<file path="src/rtl/exe_operand_reg_pkg.sv">
// Shared CPU definitions: datapath and register-number widths, ALU opcode
// encodings, the ID/EX stage payload and its bubble value.
package exe_operand_reg_pkg;

    localparam int unsigned XLEN   = 32;
    localparam int unsigned REG_AW = 5;
    localparam int unsigned ALUC_W = 4;

    typedef logic [XLEN-1:0]   word_t;
    typedef logic [REG_AW-1:0] reg_num_t;
    typedef logic [ALUC_W-1:0] aluc_t;

    // ALU opcodes; bit 3 is don't-care for the non-shift group, shown as 0.
    localparam aluc_t ALUC_ADD = 4'b0000;
    localparam aluc_t ALUC_SUB = 4'b0100;
    localparam aluc_t ALUC_AND = 4'b0001;
    localparam aluc_t ALUC_OR  = 4'b0101;
    localparam aluc_t ALUC_XOR = 4'b0010;
    localparam aluc_t ALUC_LUI = 4'b0110;
    localparam aluc_t ALUC_SLL = 4'b0011;
    localparam aluc_t ALUC_SRL = 4'b0111;
    localparam aluc_t ALUC_SRA = 4'b1111;

    localparam reg_num_t REG_ZERO = '0;

    // Everything the EX stage holds for one instruction.
    typedef struct packed {
        word_t    alua;
        word_t    alub;
        aluc_t    aluc;
        logic     wreg;
        logic     m2reg;
        reg_num_t rn;
    } ex_ctl_t;

    // A bubble writes nothing and is not a load, so it never forwards or stalls.
    localparam ex_ctl_t EX_BUBBLE = '{
        alua:  '0,
        alub:  '0,
        aluc:  ALUC_ADD,
        wreg:  1'b0,
        m2reg: 1'b0,
        rn:    REG_ZERO
    };

    // True when a producer writing register rn supplies source src; r0 never matches.
    function automatic logic src_hit(input logic wreg, input reg_num_t rn, input reg_num_t src);
        return wreg && (rn != REG_ZERO) && (rn == src);
    endfunction

endpackage

</file>
<file path="src/rtl/exe_operand_reg_fwd.sv">
// fwd_mux: selects one source operand from the EX result, the MEM write-back
// value or the register file. EX is newer than MEM so it takes priority; a
// load in EX has no result yet and is excluded (the hazard logic stalls it).
// Ports:
//   e_wreg, e_m2reg, e_rn   - instruction currently in EX
//   ex_result               - combinational ALU result of that instruction
//   m_wreg, m_rn, m_data    - instruction currently in MEM and its value
//   src, rf_data            - source register number and register-file data
//   fwd_data_c              - forwarded operand (combinational)
module fwd_mux
    import exe_operand_reg_pkg::*;
(
    input  logic     e_wreg,
    input  logic     e_m2reg,
    input  reg_num_t e_rn,
    input  word_t    ex_result,
    input  logic     m_wreg,
    input  reg_num_t m_rn,
    input  word_t    m_data,
    input  reg_num_t src,
    input  word_t    rf_data,
    output word_t    fwd_data_c
);

    logic ex_hit_c;
    logic mem_hit_c;

    // Hit detection for each producer stage.
    always_comb begin
        ex_hit_c  = src_hit(e_wreg & ~e_m2reg, e_rn, src);
        mem_hit_c = src_hit(m_wreg, m_rn, src);
    end

    // Priority select: EX, then MEM, then register file.
    always_comb begin
        fwd_data_c = rf_data;
        if (ex_hit_c) begin
            fwd_data_c = ex_result;
        end else if (mem_hit_c) begin
            fwd_data_c = m_data;
        end
    end

endmodule

</file>
<file path="src/rtl/exe_operand_reg.sv">
// exe_operand_reg: ID/EX pipeline register. Captures forwarded and selected
// ALU operands plus control for the EX stage, inserts bubbles on flush or
// load-use hazard, and holds on a downstream stall.
// Ports:
//   clock, reset             - clock, synchronous active-high reset
//   d_*                      - decoded instruction from ID
//   ex_result                - ALU result of the instruction held here
//   m_wreg, m_rn, m_data     - MEM-stage write-back for forwarding
//   stall, flush             - downstream hold, squash of the ID instruction
//   alua, alub, aluc         - registered ALU operands and opcode
//   e_wreg, e_m2reg, e_rn    - registered control to EX/MEM
//   stall_req                - combinational load-use stall to PC/IF/ID
module exe_operand_reg
    import exe_operand_reg_pkg::*;
(
    input  logic     clock,
    input  logic     reset,
    input  word_t    d_ra,
    input  word_t    d_rb,
    input  word_t    d_imm,
    input  reg_num_t d_sa,
    input  reg_num_t d_rs,
    input  reg_num_t d_rt,
    input  aluc_t    d_aluc,
    input  logic     d_aluimm,
    input  logic     d_shift,
    input  logic     d_wreg,
    input  logic     d_m2reg,
    input  reg_num_t d_rn,
    input  word_t    ex_result,
    input  logic     m_wreg,
    input  reg_num_t m_rn,
    input  word_t    m_data,
    input  logic     stall,
    input  logic     flush,
    output word_t    alua,
    output word_t    alub,
    output aluc_t    aluc,
    output logic     e_wreg,
    output logic     e_m2reg,
    output reg_num_t e_rn,
    output logic     stall_req
);

    ex_ctl_t stage_q;
    ex_ctl_t stage_d;
    word_t   fwd_a_c;
    word_t   fwd_b_c;

    fwd_mux u_fwd_a (
        .e_wreg     (stage_q.wreg),
        .e_m2reg    (stage_q.m2reg),
        .e_rn       (stage_q.rn),
        .ex_result  (ex_result),
        .m_wreg     (m_wreg),
        .m_rn       (m_rn),
        .m_data     (m_data),
        .src        (d_rs),
        .rf_data    (d_ra),
        .fwd_data_c (fwd_a_c)
    );

    fwd_mux u_fwd_b (
        .e_wreg     (stage_q.wreg),
        .e_m2reg    (stage_q.m2reg),
        .e_rn       (stage_q.rn),
        .ex_result  (ex_result),
        .m_wreg     (m_wreg),
        .m_rn       (m_rn),
        .m_data     (m_data),
        .src        (d_rt),
        .rf_data    (d_rb),
        .fwd_data_c (fwd_b_c)
    );

    // Load in EX feeding either source of the ID instruction; deliberately
    // ignores whether that source is actually used.
    always_comb begin
        stall_req = stage_q.wreg && stage_q.m2reg && (stage_q.rn != REG_ZERO) &&
                    ((stage_q.rn == d_rs) || (stage_q.rn == d_rt));
    end

    // Next state: bubble beats hold, since the held instruction is being
    // replaced and will be re-issued from upstream.
    always_comb begin
        stage_d = stage_q;
        if (flush || stall_req) begin
            stage_d = EX_BUBBLE;
        end else if (!stall) begin
            stage_d.alua  = d_shift  ? word_t'(d_sa) : fwd_a_c;
            stage_d.alub  = d_aluimm ? d_imm         : fwd_b_c;
            stage_d.aluc  = d_aluc;
            stage_d.wreg  = d_wreg;
            stage_d.m2reg = d_m2reg;
            stage_d.rn    = d_rn;
        end
    end

    // Stage register.
    always_ff @(posedge clock) begin
        if (reset) begin
            stage_q <= EX_BUBBLE;
        end else begin
            stage_q <= stage_d;
        end
    end

    assign alua    = stage_q.alua;
    assign alub    = stage_q.alub;
    assign aluc    = stage_q.aluc;
    assign e_wreg  = stage_q.wreg;
    assign e_m2reg = stage_q.m2reg;
    assign e_rn    = stage_q.rn;

endmodule

</file>
<file path="config.mk">
export PLATFORM = sky130hd
export DESIGN_NAME = exe_operand_reg
export DESIGN_NICKNAME = d
export VERILOG_FILES = /design/src/rtl/exe_operand_reg_pkg.sv /design/src/rtl/exe_operand_reg_fwd.sv /design/src/rtl/exe_operand_reg.sv
export SDC_FILE = /design/constraint.sdc
export NUM_CORES = 1
export LEC_CHECK = 0
export ABC_AREA = 1
export CORE_AREA = 2 2 106 108
export DETAILED_ROUTE_END_ITERATION = 10
export DIE_AREA = 0 0 108 110
export DONT_BUFFER_PORTS = 1
export HOLD_SLACK_MARGIN = 0.1
export PLACE_DENSITY = 0.68
export SLEW_MARGIN = 20
export SYNTH_ARGS = -nofsm -noshare
export SYNTH_HDL_FRONTEND = slang
export SYNTH_SLANG_ARGS = --single-unit
</file>
<file path="constraint.sdc">
create_clock -name clock -period 1.55 [get_ports clock]
set_input_delay 0.31 -clock clock [delete_from_list [all_inputs] [get_ports clock]]
set_output_delay 0.31 -clock clock [all_outputs]
set_load 0.01 [all_outputs]
</file>
### After elaboration in Yosys (flattened, before gate mapping)

Cells that the tools add are included.

| word-level totals | value |
|---|---|
| register bits after elaboration | 75 |
| input port bits | 198 |
| output and inout bits | 76 |
| word-level logic and storage cells | 32 |

| operators by class | value |
|---|---|
| equal/unequal tests | 4 |
| multiplexer cells | 6 |
| bitwise operators | 2 |
| reduce and logical (&&, ||, !) cells | 14 |

Operators with widths:

| kind | number |
|---|---|
| 32-bit two-way mux | 6 |
| 5-bit equality test | 4 |
| 5-bit nonzero test | 2 |
| 1-bit logical AND | 9 |
| 1-bit logical OR | 2 |
| 2-bit OR reduction | 1 |
| 1-bit bitwise AND | 1 |
| 1-bit inverter | 1 |

### Logic depth before layout (Yosys ltp)

| logic depth | value |
|---|---|
| word-level depth | 6 |
| gate-level depth with buffers | 11 |
| gate-level depth less buffers | 10 |

### Cells and area by module

Synthesis repeated with hierarchy kept, for this count alone.

| unflattened totals | value |
|---|---|
| cell total of the unflattened synthesis | 935 |
| area total of the unflattened synthesis | 7412.1 sq um |

Modules (own cells, without submodules):

| module | times used | cells an instance | area each (sq um) | seq. area each (sq um) |
|---|---|---|---|---|
| fwd_mux | 2 | 297 | 1856.8 | 0.0 |
| exe_operand_reg | 1 | 341 | 3698.5 | 1501.4 |

### Least setup slack after synthesis

No wires, ideal clock.

| path | value |
|---|---|
| kind | flip-flop to output port |
| from | register stage_q, in the netlist e_rn[2] |
| to | output port stall_req |
| data arrival time | 1.328 ns |
| data required time | 1.240 ns |
| path slack | -0.088 ns |
| cell stages (with the launch flop) | 8 |
| buffers on the path | 1 |
| path through | dfxtp_1 inv_2 or2_0 nand3_2 nor2_4 o21ai_4 buf_4 inv_1 |

| between the ends | value |
|---|---|
| word-level cells in the longest chain between the ends | 3 |
| elaborated cells between the ends (all ways) | 6 |
| those cells by class | eq/ne (2); reduce/logical (4) |

Ends and longest elaborated chain:

| what | line | source |
|---|---|---|
| from (decl) | exe_operand_reg.sv:45 | `ex_ctl_t stage_q;` |
| from (signal assigned) | exe_operand_reg.sv:104 | `stage_q <= stage_d;` |
| 5-bit equality test / 5-bit nonzero test (equally long branches) | exe_operand_reg.sv:80, exe_operand_reg.sv:79 |  |
| 1-bit logical OR / 1-bit logical AND (equally long branches) | exe_operand_reg.sv:80, exe_operand_reg.sv:79 |  |
| 1-bit logical AND * | exe_operand_reg.sv:79 | `stall_req = stage_q.wreg && stage_q.m2reg && (stage_q.rn != REG_ZERO) &&` |
| to (decl) | exe_operand_reg.sv:42 | `output logic stall_req` |

Every way passes the cells marked *; elsewhere a longest branch is shown, timed or not.

### Final worst setup path

Ends and elaborated chain as after synthesis.

==> run summary <==
============================================================================
Run status .................................................... finished, violations left
Violated checks ............................................... setup timing
Avg WL per Cell ...............................................      20.1 um
Post-Route Setup TNS ..........................................     -6960 ps
Placement Rows ................................................           38
GPL Wtd Cong ..................................................        0.881
Relative slew slack ...........................................        0.779
Flip-flop and latch count after synthesis .....................           75
Final worst path period share .................................         1.15
Worst Path Max Fanout .........................................            4
Number of buffers on the longest clock path ...................            2
DP Cell Count .................................................         1076
Clock-pin transition on the worst setup and hold timing paths .        80 ps
Htree depth ...................................................            3
Simple-Gate Fraction of Synth Area ............................        0.435
Critical Path Start ...........................................      e_rn[2]
Number of buffers inserted during clock tree synthesis ........            9
Synthesized netlist cell count ................................          965
Synthesized netlist net count .................................         1163
Unique masters post-synth .....................................           26
Leak ..........................................................      3.52 nW
Initial cell density of the core ..............................        0.519
Antenna Violating Nets Remaining ..............................            0
Antenna violations before repair ..............................            0
Ports .........................................................          274
Final non-filler cell total ...................................         1123
Drt pass-1 iters ..............................................            6
Number of endpoints failing setup at the final stage ..........           67
Area added between synthesis and finish .......................        30.9%
Diode count ...................................................            0
Tightest Hold Check Type ......................................    in -> reg
Combinational family with the most area after synthesis ....... simple AND/OR/NAND/NOR gates
DRC violations left ...........................................            0
Worst hold slack after final layout ...........................       110 ps
Data arrival time of the critical path ........................      1480 ps
Post-DP Area .................................................. 0.00585 mm^2
CP Launch Type ................................................         flop
DIE HEIGHT ....................................................       110 um
Fraction of the mapped netlist area in compound gates .........        0.101
Launch instance of the worst register-to-register path ........      e_rn[2]
CTS tree ......................................................        built
Achievable frequency ..........................................    0.559 GHz
Count of filler cells inserted in the layout ..................          981
Global-route wire length before repair ........................      31.2 mm
Die footprint .................................................  0.0119 mm^2
Iteration-0 DRC count of the detailed router ..................          618
Crit Path Category ............................................   reg -> out
Synth warnings ................................................            0
VDD IR max ....................................................     0.530 mV
Total Power Consumption .......................................      4.53 mW
Adder and majority cell fraction of the synthesized area ......            0
Overall Global Routing Usage ..................................        0.340
Count of final max-slew check failures ........................            0
Synthesized cell area ......................................... 0.00555 mm^2
Clock tree skew after final layout ............................      8.44 ps
Post-synthesis average cell area ..............................    5.75 um^2
Synthesized-area fraction occupied by xor and xnor cells ......       0.0189
Clock latency at the later pin of the worst-skew pair .........       370 ps
Share of cells above drive strength 1 .........................        0.222
Multiplexer share of the synthesized area .....................       0.0126
Part of the Yosys area used for sequential elements ...........        0.271
Worst hold path startpoint ....................................      d_rn[0]
Final std cell area, no fill .................................. 0.00726 mm^2
Pwr per Cell Area .............................................  623 mW/mm^2
Element type at the critical path end .........................  output port
Number of nets in the finished design .........................         1176
Min Tclk post-route ...........................................      1790 ps
Worst slack after detailed placement ..........................     -53.3 ps
Total global routing overflow .................................            0
Worst endpoint required time ..................................      1240 ps
Vias in the first global route ................................         6047
Ratio of routed vias to standard cells ........................         5.87
End-of-flow core utilization ..................................        0.679
Final Hold Violating Endpoints ................................            0
Count of buffers inserted at the top-level ports ..............            0
CTS sink cnt ..................................................           75
HPWL after DPL ................................................      14.4 mm
Worst-margin pin slew .........................................       331 ps
Final worst-path setup slack ..................................      -239 ps
Max cap viols .................................................            0
Core ar. ......................................................  0.0107 mm^2
Total via count after detailed routing ........................         6592
Largest net degree at the start of global routing .............           88
Setup repair after global routing missed its margin ...........         true
DIE WIDTH .....................................................       108 um
Clock root cell ............................................... sky130_fd_sc_hd__clkbuf_8
Total detailed-routing wirelength .............................      22.6 mm
============================================================================
## path summary, 6_finish.rpt
path | to | slack [ps] | cells past startpoint
worst max register to register | alub[26] | -170 | 11
worst min-delay path | e_rn[0] | 110 | 2
worst max-delay path | stall_req | -240 | 7
worst min register to register | alua[8] | 510 | 2
## Yosys cell counts, drive strengths merged
library cell	n	area, um^2
inv	149	559
xor2	4	35.0
nand2	282	1070
nand3	203	1020
a22oi	3	22.5
o21ai	5	36.3
xnor2	8	70.1
mux2i	7	70.1
or2	2	12.5
buf	39	206
a21oi	99	503
dfxtp	75	1500
clkbuf	34	128
nor2	22	108
nand4	33	206
## power by group
group	switching, mW	total [mW]	internal (mW)
combinational	0.601	0.986	0.385
clock	0.797	1.47	0.668
sequential	0.0834	2.07	1.99
## layer usage
layer	share of wire	wire length, um	track usage	up-vias
met3	0.12	2650	0.110	77
met1	0.37	8430	0.396	2993
li1	-	-	-	3117
met4	0.035	799	0.162	0
met2	0.47	10700	0.570	405
met5	0	0	0	-
## registers in the layout, summed over array words and instances (netlist names)
register / flops
alua: 32
alub: 32
e_rn: 5
aluc: 4
e_m2reg: 1
e_wreg: 1
## cell families after synthesis
logic type / Yosys count
simple gates: 542
buf+inv: 222
compound gates: 107
flops: 75
xor+xnor: 12
mux: 7
## placed cells by master, fill, tap and decap left out, types with 5 or more instances in the layout
master,count
sky130_fd_sc_hd__clkbuf_16,8
sky130_fd_sc_hd__a21oi_2,29
sky130_fd_sc_hd__nand3_2,54
sky130_fd_sc_hd__buf_4,28
sky130_fd_sc_hd__inv_1,140
sky130_fd_sc_hd__mux2i_1,7
sky130_fd_sc_hd__nand2_1,261
sky130_fd_sc_hd__nand4_1,33
sky130_fd_sc_hd__nor2_1,15
sky130_fd_sc_hd__nor2_4,6
sky130_fd_sc_hd__clkbuf_8,11
sky130_fd_sc_hd__a21oi_1,69
sky130_fd_sc_hd__buf_12,18
sky130_fd_sc_hd__dfxtp_1,70
sky130_fd_sc_hd__dlygate4sd3_1,8
sky130_fd_sc_hd__inv_2,6
sky130_fd_sc_hd__nand2_2,18
sky130_fd_sc_hd__nand3_4,7
sky130_fd_sc_hd__nand3_1,142
sky130_fd_sc_hd__buf_8,5
## final cells by class
cell class	instances	area [um^2]	share of cell area
tap	140	175	0.0241
inverter	149	567	0.0781
timing repair buffer	75	1090	0.150
multi-input combinational	668	3750	0.516
sequential	75	1510	0.208
clock buffer	14	163	0.0224
clock inverter	2	10.0	0.00138
## critical path: stages, from the launching register on
cell and delay, ps:
sky130_fd_sc_hd__dfxtp_2 360, sky130_fd_sc_hd__inv_2 60, sky130_fd_sc_hd__or2_0 210, sky130_fd_sc_hd__nand3_2 100
sky130_fd_sc_hd__nor2_4 50, sky130_fd_sc_hd__o21ai_4 150, sky130_fd_sc_hd__buf_6 140, sky130_fd_sc_hd__inv_4 40
## repair_timing
action / CTS / global route
endpoints found under the setup margin: 58 / 76
gates resized for setup: 43 / 140
buffers inserted: 8 / 6
gates cloned: 4 / 9
hold buffers: 8 / 1
pin swaps: 6 / 89
endpoints found under the hold margin: 35 / 1
No activity file was read; power rests on OpenSTA's default activity.
==> edit, RTL diff (same settings) <==
Make the reset (`reset`) asynchronous in one clocked block. Comments in the files are not updated.
--- a/src/rtl/exe_operand_reg.sv
+++ b/src/rtl/exe_operand_reg.sv
@@ -97,7 +97,7 @@
     end
 
     // Stage register.
-    always_ff @(posedge clock) begin
+    always_ff @(posedge clock or posedge reset) begin
         if (reset) begin
             stage_q <= EX_BUBBLE;
         end else begin
Function: differs if reset is asserted again (counterexample within 4 cycles, from zero or initial values and one cycle with reset high); with reset held inactive, the same outputs for 10 cycles.
==> edit against the unedited design <==
  * The run still ends with negative setup slack left
  * Sequential cell count unchanged
  * Fmax decreased by 0.73%
  * Worst setup slack got worse by 0.013 ns
  * Largest cell class unchanged
  * Hold slack improved by 0.062 ns
  * Power increased by 15%
  * Wire length decreased by 9.0%
  * Area after synthesis increased by 2.3%
  * Design area decreased by 2.4%
==> edit: results <==
metrics = {
    "setup_path": {
        "reg2reg_slack_ns": -0.23,
        "reg2reg_depth": 12,
        "critPathSlowestCell": "dfrtp_2",
        "r2r-end": "e_rn[3]",
        "slowest_delay_ns": 0.47,
        "critical_path.endpoint": "stall_req",
        "startpoint": "e_rn[3]",
    },
    "synth": {
        "yosysUniqueCellTypes": 25,
        "ys_top_cells_by_count": "nand2_1 (364), inv_1 (172), nand3_1 (128), dfrtp_1 (75), nor2_1 (74)",
        "syn-num-nets": 1159,
        "synth-compound-area-share_pct": 5.36,
        "synth.area.mux_share_pct": 0,
        "synthArstFlopShare_pct": 100,
        "synth_seq_area_share_pct": 33.1,
        "syn_inst": 961,
        "synth.area.top_cells": "dfrtp_1 (33%), nand2_1 (24%), inv_1 (11%), nand3_1 (11%), nor2_1 (4.9%)",
    },
    "drt": {
        "drtIter0Drc": 545,
        "drt-total-wl_mm": 20.6,
        "first_pass_iters": 5,
        "dr_total_vias": 6171,
    },
    "placement": {
        "place.port_buffers": 0,
        "routabilityCongestion": 0.924,
        "placed_cell_area_um2": 6050,
        "dp_slack_ns": -0.200,
        "hpwl_mm": 13.0,
    },
    "power_and_ir_drop": {
        "p_leak_nw": 4.30,
        "ir_worst_vdd_mv": 0.484,
    },
    "global_route": {
        "grtUsageTotal_pct": 32.3,
        "grt_pass1_vias": 5732,
        "grt_max_degree": 76,
        "grt_pass1_wl_mm": 29.4,
        "gr-usage-met2_pct": 54.6,
        "grt.met3_usage_pct": 6.70,
        "use_met1_pct": 40.2,
    },
    "sta": {
        "clock_skew_ns": 0.0110,
        "slew-limit-headroom_pct": 72.2,
        "setup_viol": 76,
        "worst_slack_ns": -0.252,
    },
    "cells_and_area": {
        "nets": 1197,
        "nFillCells": 1013,
        "instances_no_fill": 1144,
        "seq_area_um2": 1880,
        "drive_above_1_share_pct": 12.8,
    },
    "outcome": {
        "violations": "negative setup slack",
        "status": "complete, but fails checks",
    },
}
-- edit: cell types whose count changed after synthesis, moves of 34 or more --
cell,delta
dfrtp_1,+75
nand3_1,-74
dfxtp_1,-75
nor2_1,+56
o21ai_0,+34
nand2_1,+84
a21oi_1,-97
-- edit: cell type report --
type | count | share of cell area [%]
clock buffers | 10 | 1.80
clock inverters | 6 | 1.57
inverters | 174 | 9.38
multi-input cells | 661 | 42.8
flip-flops and latches | 75 | 26.6
well taps | 140 | 2.47
repair buffers | 78 | 15.4
-- edit: what timing repair did --
action,in CTS,in global routing
setup buffers,12,3
pin swaps,8,12
endpoints found under the setup margin,76,76
gates cloned,7,9
resized for setup,27,39
hold endpoints to repair,86,0
hold buffers,12,0
-- edit: logic make-up (layout without fill, tap and decap cells) --
family,Yosys count,in the layout
buffers and inverters,225,268
and+or+nand+nor,586,586
xor gates and xnor gates,15,15
AOI/OAI and AO/OA,60,60
DFF,75,75
-- edit: how the worst min path moves through the flow --
stage                    from  endpoint  slack (ns)  cells past startpoint
CTS                   d_shift   alua[3]        0.16                      4
finish                d_shift   alua[2]        0.17                      4
global placement        reset   aluc[0]        0.33                      2
detailed placement      reset   alub[6]        0.34                      2
global route        d_imm[10]  alub[10]        0.19                      4
floorplan             d_rn[0]   e_rn[0]        0.42                      2
-- edit: power by group --
part / total, W / switching, W / internal (W) / leakage (nW)
combinational: 0.00111 / 0.000650 / 0.000456 / 3.18
sequential: 0.00221 / 0.000148 / 0.00207 / 0.997
clock: 0.00188 / 0.000810 / 0.00107 / 0.117
total: 0.00520 / 0.00161 / 0.00359 / 4.30
-- edit: worst register-to-register path, cell delays in order, from the launching register on --
cell	delay (ns)
dfrtp_2	0.45
xnor2_2	0.14
nand2_1	0.11
nor2_4	0.05
nand2_1	0.07
nand2_2	0.07
nand2_4	0.09
nand2_2	0.07
nor2_4	0.20
buf_8	0.18
clkbuf_16	0.17
nand2_1	0.05
nand2_1	0.07
-- edit: per-stage QoR --
stage / power [W] / setup TNS (ns)
finish: 0.00520 / -14.78
global route: 0.00543 / -22.57
CTS: 0.00510 / -14.33
detailed placement: 0.00313 / -8.04
global placement: 0.00312 / -7.47
floorplan: 0.00286 / -2.82
-- edit: metal layers --
metal | routed length, um | share of wire [%] | up-vias
met5 | 0 | 0 | -
met4 | 649 | 3.2 | 0
met2 | 9750 | 47 | 371
li1 | - | - | 2963
met1 | 8090 | 39 | 2785
met3 | 2070 | 10 | 52
